[config.mk]
export PLATFORM = sky130hd
export DESIGN_NAME = tps_modulator
export DESIGN_NICKNAME = d
export VERILOG_FILES = /design/src/rtl/dab_pkg.sv /design/src/rtl/tps_leg.sv /design/src/rtl/tps_modulator.sv
export SDC_FILE = /design/constraint.sdc
export NUM_CORES = 1
export LEC_CHECK = 0
export CORE_ASPECT_RATIO = 1.2
export CORE_UTILIZATION = 45
export CTS_CLUSTER_DIAMETER = 100
export DETAILED_ROUTE_END_ITERATION = 6
export MAX_ROUTING_LAYER = met4
export PLACE_DENSITY = 0.61
export SLEW_MARGIN = 30
export SYNTH_ARGS = -nofsm -noshare
export SYNTH_HDL_FRONTEND = slang
export SYNTH_SLANG_ARGS = --single-unit
export TNS_END_PERCENT = 30
[constraint.sdc]
create_clock -name clk -period 12.35 [get_ports clk]
set_input_delay 3.0875 -clock clk [delete_from_list [all_inputs] [get_ports clk]]
set_output_delay 3.0875 -clock clk [all_outputs]
set_load 0.01 [all_outputs]
[src/rtl/dab_pkg.sv]
// ----------------------------------------------------------------------------
// dab_pkg
// Shared definitions for the dual-active-bridge modulator and the
// gate/dead-time stage that consumes its level commands.
//   CW          : default width of period/duty/phase words and carrier counter
//   LVL_*       : signed 2-bit bridge level encodings (+1, 0, -1)
//   modState_t  : modulator FSM state encodings
// ----------------------------------------------------------------------------
package dab_pkg;

  localparam int CW = 16;

  localparam logic signed [1:0] LVL_P1 = 2'sb01;
  localparam logic signed [1:0] LVL_Z  = 2'sb00;
  localparam logic signed [1:0] LVL_N1 = 2'sb11;

  typedef enum logic [1:0] {
    ST_IDLE  = 2'd0,
    ST_RUN   = 2'd1,
    ST_DRAIN = 2'd2
  } modState_t;

endpackage

[src/rtl/tps_leg.sv]
// ----------------------------------------------------------------------------
// tps_leg
// Combinational bridge-leg level generator. Shifts the carrier count back by
// the leg's phase lag (modulo the period) and maps the shifted count onto the
// three-level pattern: +1 for the first D counts, -1 for the first D counts of
// the second half, 0 elsewhere.
//   i_cnt   : carrier count, 0..Ps-1
//   i_ps    : carrier period (even, >= 4)
//   i_half  : Ps/2
//   i_phi   : phase lag, 0..Ps-1
//   i_duty  : pulse width per half-period, <= i_half
//   o_level : signed level command
// ----------------------------------------------------------------------------
module tps_leg
  import dab_pkg::*;
#(
  parameter int CW = 16
) (
  input  logic [CW-1:0]     i_cnt,
  input  logic [CW-1:0]     i_ps,
  input  logic [CW-1:0]     i_half,
  input  logic [CW-1:0]     i_phi,
  input  logic [CW-1:0]     i_duty,
  output logic signed [1:0] o_level
);

  logic [CW:0] w_c2;
  logic [CW:0] w_halfPlusDuty;

  // One extra bit keeps cnt+Ps and H+D free of overflow at full-scale periods.
  always_comb begin
    w_halfPlusDuty = {1'b0, i_half} + {1'b0, i_duty};
    if (i_cnt >= i_phi) begin
      w_c2 = {1'b0, i_cnt} - {1'b0, i_phi};
    end else begin
      w_c2 = {1'b0, i_cnt} + {1'b0, i_ps} - {1'b0, i_phi};
    end

    if (w_c2 < {1'b0, i_duty}) begin
      o_level = LVL_P1;
    end else if (w_c2 < {1'b0, i_half}) begin
      o_level = LVL_Z;
    end else if (w_c2 < w_halfPlusDuty) begin
      o_level = LVL_N1;
    end else begin
      o_level = LVL_Z;
    end
  end

endmodule

[src/rtl/tps_modulator.sv]
// ----------------------------------------------------------------------------
// tps_modulator
// Triple-phase-shift carrier modulator for the dual-active-bridge converter.
// Produces the primary (V1) and secondary (V2) three-level commands from a
// carrier period, per-bridge inner duty and a secondary phase lag.
//   clk, rst              : clock, asynchronous active-high reset
//   en                    : run request (level)
//   period                : carrier period in cycles (LSB ignored, min 4)
//   duty1, duty2          : per-half-period pulse widths
//   phase                 : secondary lag in cycles
//   V1, V2                : registered signed level commands
//   sync                  : marks the output cycle for carrier count 0
//   active                : output-aligned RUN/DRAIN indicator
// ----------------------------------------------------------------------------
module tps_modulator
  import dab_pkg::*;
#(
  parameter int CW = 16
) (
  input  logic                 clk,
  input  logic                 rst,
  input  logic                 en,
  input  logic [CW-1:0]        period,
  input  logic [CW-1:0]        duty1,
  input  logic [CW-1:0]        duty2,
  input  logic [CW-1:0]        phase,
  output logic signed [1:0]    V1,
  output logic signed [1:0]    V2,
  output logic                 sync,
  output logic                 active
);

  modState_t r_state;
  logic [CW-1:0] r_cnt;
  logic [CW-1:0] r_ps;
  logic [CW-1:0] r_d1;
  logic [CW-1:0] r_d2;
  logic [CW-1:0] r_phi;

  logic [CW-1:0]     w_psLoad;
  logic [CW-1:0]     w_halfLoad;
  logic [CW-1:0]     w_d1Load;
  logic [CW-1:0]     w_d2Load;
  logic [CW-1:0]     w_phiLoad;
  logic [CW:0]       w_twoPs;
  logic [CW-1:0]     w_half;
  logic [CW-1:0]     w_zero;
  logic              w_last;
  logic              w_load;
  logic signed [1:0] w_lvl1;
  logic signed [1:0] w_lvl2;

  // Clamped shadow values, derived from the period about to be loaded so
  // that duty and phase limits always match the period they run with.
  always_comb begin
    w_psLoad = period & ~CW'(1);
    if (w_psLoad < CW'(4)) begin
      w_psLoad = CW'(4);
    end
    w_halfLoad = w_psLoad >> 1;
    w_d1Load   = (duty1 < w_halfLoad) ? duty1 : w_halfLoad;
    w_d2Load   = (duty2 < w_halfLoad) ? duty2 : w_halfLoad;
    w_twoPs    = {w_psLoad, 1'b0};
    if (phase < w_psLoad) begin
      w_phiLoad = phase;
    end else if ({1'b0, phase} < w_twoPs) begin
      w_phiLoad = phase - w_psLoad;
    end else begin
      w_phiLoad = w_psLoad - CW'(1);
    end
  end

  assign w_half = r_ps >> 1;
  assign w_zero = '0;
  assign w_last = (r_cnt == (r_ps - CW'(1)));
  assign w_load = ((r_state == ST_IDLE) && en) || ((r_state == ST_RUN) && w_last);

  tps_leg #(.CW(CW)) u_legPrimary (
    .i_cnt   (r_cnt),
    .i_ps    (r_ps),
    .i_half  (w_half),
    .i_phi   (w_zero),
    .i_duty  (r_d1),
    .o_level (w_lvl1)
  );

  tps_leg #(.CW(CW)) u_legSecondary (
    .i_cnt   (r_cnt),
    .i_ps    (r_ps),
    .i_half  (w_half),
    .i_phi   (r_phi),
    .i_duty  (r_d2),
    .o_level (w_lvl2)
  );

  // Shadows only change at period boundaries, so mid-period input writes
  // never break volt-second balance.
  always_ff @(posedge clk or posedge rst) begin
    if (rst) begin
      r_ps  <= '0;
      r_d1  <= '0;
      r_d2  <= '0;
      r_phi <= '0;
    end else if (w_load) begin
      r_ps  <= w_psLoad;
      r_d1  <= w_d1Load;
      r_d2  <= w_d2Load;
      r_phi <= w_phiLoad;
    end
  end

  // FSM, carrier counter and output registers. Outputs are computed from the
  // pre-edge state and count, giving one cycle of latency; DRAIN finishes the
  // current period so the last pulse pair is always complete.
  always_ff @(posedge clk or posedge rst) begin
    if (rst) begin
      r_state <= ST_IDLE;
      r_cnt   <= '0;
      V1      <= LVL_Z;
      V2      <= LVL_Z;
      sync    <= 1'b0;
      active  <= 1'b0;
    end else begin
      if (r_state != ST_IDLE) begin
        V1     <= w_lvl1;
        V2     <= w_lvl2;
        sync   <= (r_cnt == '0);
        active <= 1'b1;
      end else begin
        V1     <= LVL_Z;
        V2     <= LVL_Z;
        sync   <= 1'b0;
        active <= 1'b0;
      end

      case (r_state)
        ST_IDLE: begin
          r_cnt <= '0;
          if (en) begin
            r_state <= ST_RUN;
          end
        end
        ST_RUN: begin
          r_cnt <= w_last ? '0 : r_cnt + CW'(1);
          if (!en) begin
            r_state <= ST_DRAIN;
          end
        end
        ST_DRAIN: begin
          if (w_last) begin
            r_cnt   <= '0;
            r_state <= ST_IDLE;
          end else begin
            r_cnt <= r_cnt + CW'(1);
          end
        end
        default: begin
          r_cnt   <= '0;
          r_state <= ST_IDLE;
        end
      endcase
    end
  end

endmodule

==> qor.csv <==
metric,value,unit
worstPathRequired,12560,ps
cts_root_buffer,clkbuf_16,
vias_per_cell,5.803,
firstDrtPassIters,5,
synthArstFlopShare,1.000,
skew,7.405,ps
drv_cap,0,
synth_area_leaders,"ha_1 24%, dfrtp_1 18%, xnor2_1 5.7%",
grt-ovfl-total,0,
max_slew_margin,0.3914,
post_cts_buffers,0,
yosysMostFrequentCell,ha_1,
post-route-util,0.5133,
hold_path_class,register to register,
ys_warn_count,0,
synth.net_count,1751,
n_antenna_cell,0,
cp_slowest_stage_delay,640,ps
cts.sinks,87,
gr-usage-all-layers,0.2779,
setup_viol,0,
start_util,0.4626,
start_kind,input pin,
core_area,25780,sq um
synth-edff-count,0,
max_freq,131.9,MHz
finalHoldViolCount,0,
status,"complete, no violations",
clk_pin_slew,70,ps
cts_buffers,9,
grt_pass1_wl,56560,microns
dpl.cell_count,1826,
cts-hold-fix-buffers,0,
yosys_register_bits,87,
nNetsFinal,1807,
rows,64,
ir_drop,0.1319,mV
grt_pass1_vias,10550,
cp_num_buf_inv,3,
synth_cell_types,73,
final_cells,1842,
drive_above_1_share,0.03770,
io_buffers,71,
path_max_fanout,17,
powerDensity,281.0,nW/um^2
holdPathEnd,r_phi[5],
synth_ff_type,dfrtp_1,
yosysTopAreaCell,ha_1,
netlist_area,11930,sq um
ctsResizeCount,0,
yosysTopAreaCellShare,0.2381,
grt_max_degree,95,
crit_path_frequent_cell,or4_4,
slew_violations,0,
r2r_cells,24,
clock_path_buffers,2,
reg2reg_to,V2[0],
die_h,180.4,microns
postSynthCellCount,1451,
total_leakage_power,6.415,nW
dp_hpwl,29080,microns
wl_per_cell,19.03,microns
crit_chain,"clkdlybuf4s50_1, or4_4, or4_4, nor3_1, or2_2, inv_1, ha_1, nor2b_1, o21a_1, o21ai_0, a21o_1, a211oi_1, o2111ai_1, nand3_1, o211ai_1, buf_4, mux2i_1, a21oi_1",
vias,10690,
worst_slew_pin_slew,912.9,ps
worstHoldPathCells,2,
finalCritPeriodShare,0.6137,
crit_slowest_cell,or4_4,
p_total,3.719,mW
die_area,27170,sq um
htree_levels,3,
area_growth,10.95,%
drt_wl_total,35060,microns
drc,0,
fillerInstances,2595,
ys_top_cells_by_count,"227 x ha_1, 142 x nor2_1, 115 x inv_1",
path_class,input pin to register,
final.setup.tns,0,ps
crit_arrival,7790,ps
ys_seq_area_frac,0.1825,
globalplace.congestion,0.9206,
rsz0062_at_grt,false,
rrSetupSlack,5700,ps
cp_top_family,simple AND/OR/NAND/NOR gates,
ios,73,
die_w,150.6,microns
cp-end-kind,register,
avgSynthCellArea,8.221,sq um
reg2reg_from,r_cnt[1],
worstSkewPairLatency,370,ps
cts_tree,yes,
drtIter0Drc,493,
antenna_found_initial,0,
hold_path_startpoint,r_phi[5],
fin_crit,7579,ps
ant_nets,0,
-- final cells by class --
class / count / area (sq um) / area share
sequential: 87 / 2177 / 0.1645
clock inverter: 7 / 63.81 / 0.004821
timing repair buffer: 79 / 770.7 / 0.05823
clock buffer: 9 / 225.2 / 0.01702
inverter: 115 / 432.9 / 0.03271
multi-input combinational: 1215 / 9153 / 0.6915
tap: 330 / 412.9 / 0.03120
-- through the flow --
stage / worst slack [ps] / area (sq um) / hold WS (ps)
6_report: 4771 / 13240 / 535.1
5_1_grt: 4407 / 13240 / 572.9
4_1_cts: 4762 / 13230 / 535.2
3_5_place_dp: 4378 / 12940 / 520.8
3_3_place_gp: 4409 / 12940 / 510.7
2_1_floorplan: 5199 / 11930 / 491.0
-- kinds of logic (layout without fill, tap and decap cells) --
logic type | Yosys count | in the layout | synth area share
XOR/XNOR | 113 | 113 | 0.08297
adder cells (fa/ha/maj) | 235 | 235 | 0.2498
buffers and inverters | 149 | 210 | 0.05108
AO/OA/AOI/OAI | 403 | 403 | 0.2235
flip-flops | 87 | 87 | 0.1825
multiplexers | 49 | 49 | 0.04133
AND/OR/NAND/NOR | 415 | 415 | 0.1688
-- tightest hold or removal path: stages, from the launching register on --
cell and delay (ps):
dfrtp_1 340, nor2_1 50, a21oi_1 100
-- worst max-delay path by stage --
| stage | from | end | slack (ps) | depth (start not counted) |
|---|---|---|---|---|
| final | period[3] | r_phi[11] | 4770 | 18 |
| after global routing | period[3] | r_phi[5] | 4410 | 18 |
| after CTS | period[3] | r_phi[11] | 4760 | 18 |
| after detailed placement | period[3] | r_phi[11] | 4380 | 18 |
| after global placement | period[3] | r_phi[11] | 4410 | 18 |
| after floorplan | period[3] | r_phi[2] | 5200 | 18 |
-- power by group --
part | leakage [nW] | switching (mW) | total, mW | internal, mW
clock | 0.137 | 0.134 | 0.275 | 0.141
combinational | 5.24 | 1.62 | 2.87 | 1.25
sequential | 1.04 | 0.174 | 0.571 | 0.397
-- cell usage in the layout, fill, tap and decap left out, types with 29 or more instances in the layout --
cell / count
nor2_1: 142
xor2_1: 36
xnor2_1: 77
dfrtp_1: 87
o21ai_0: 78
nand2_1: 85
a21oi_1: 103
mux2i_1: 47
a21o_1: 40
nand3_1: 34
nor3_1: 29
clkdlybuf4s50_1: 71
ha_1: 227
inv_1: 114
-- sequential cells by signal, indices dropped and copies added, names as in the netlist --
signal	count
r_phi	16
V2	2
r_d1	16
r_d2	16
r_ps	15
active	1
r_state	2
r_cnt	16
V1	2
sync	1
-- routing by layer --
layer	track usage	part of all wire	wire length, microns
met4	0.09840	0.032	1136
met3	0.03291	0.035	1240
met5	-	0	0
met2	0.4693	0.49	17200
met1	0.3372	0.44	15490
(Power assumes the default switching activity.)
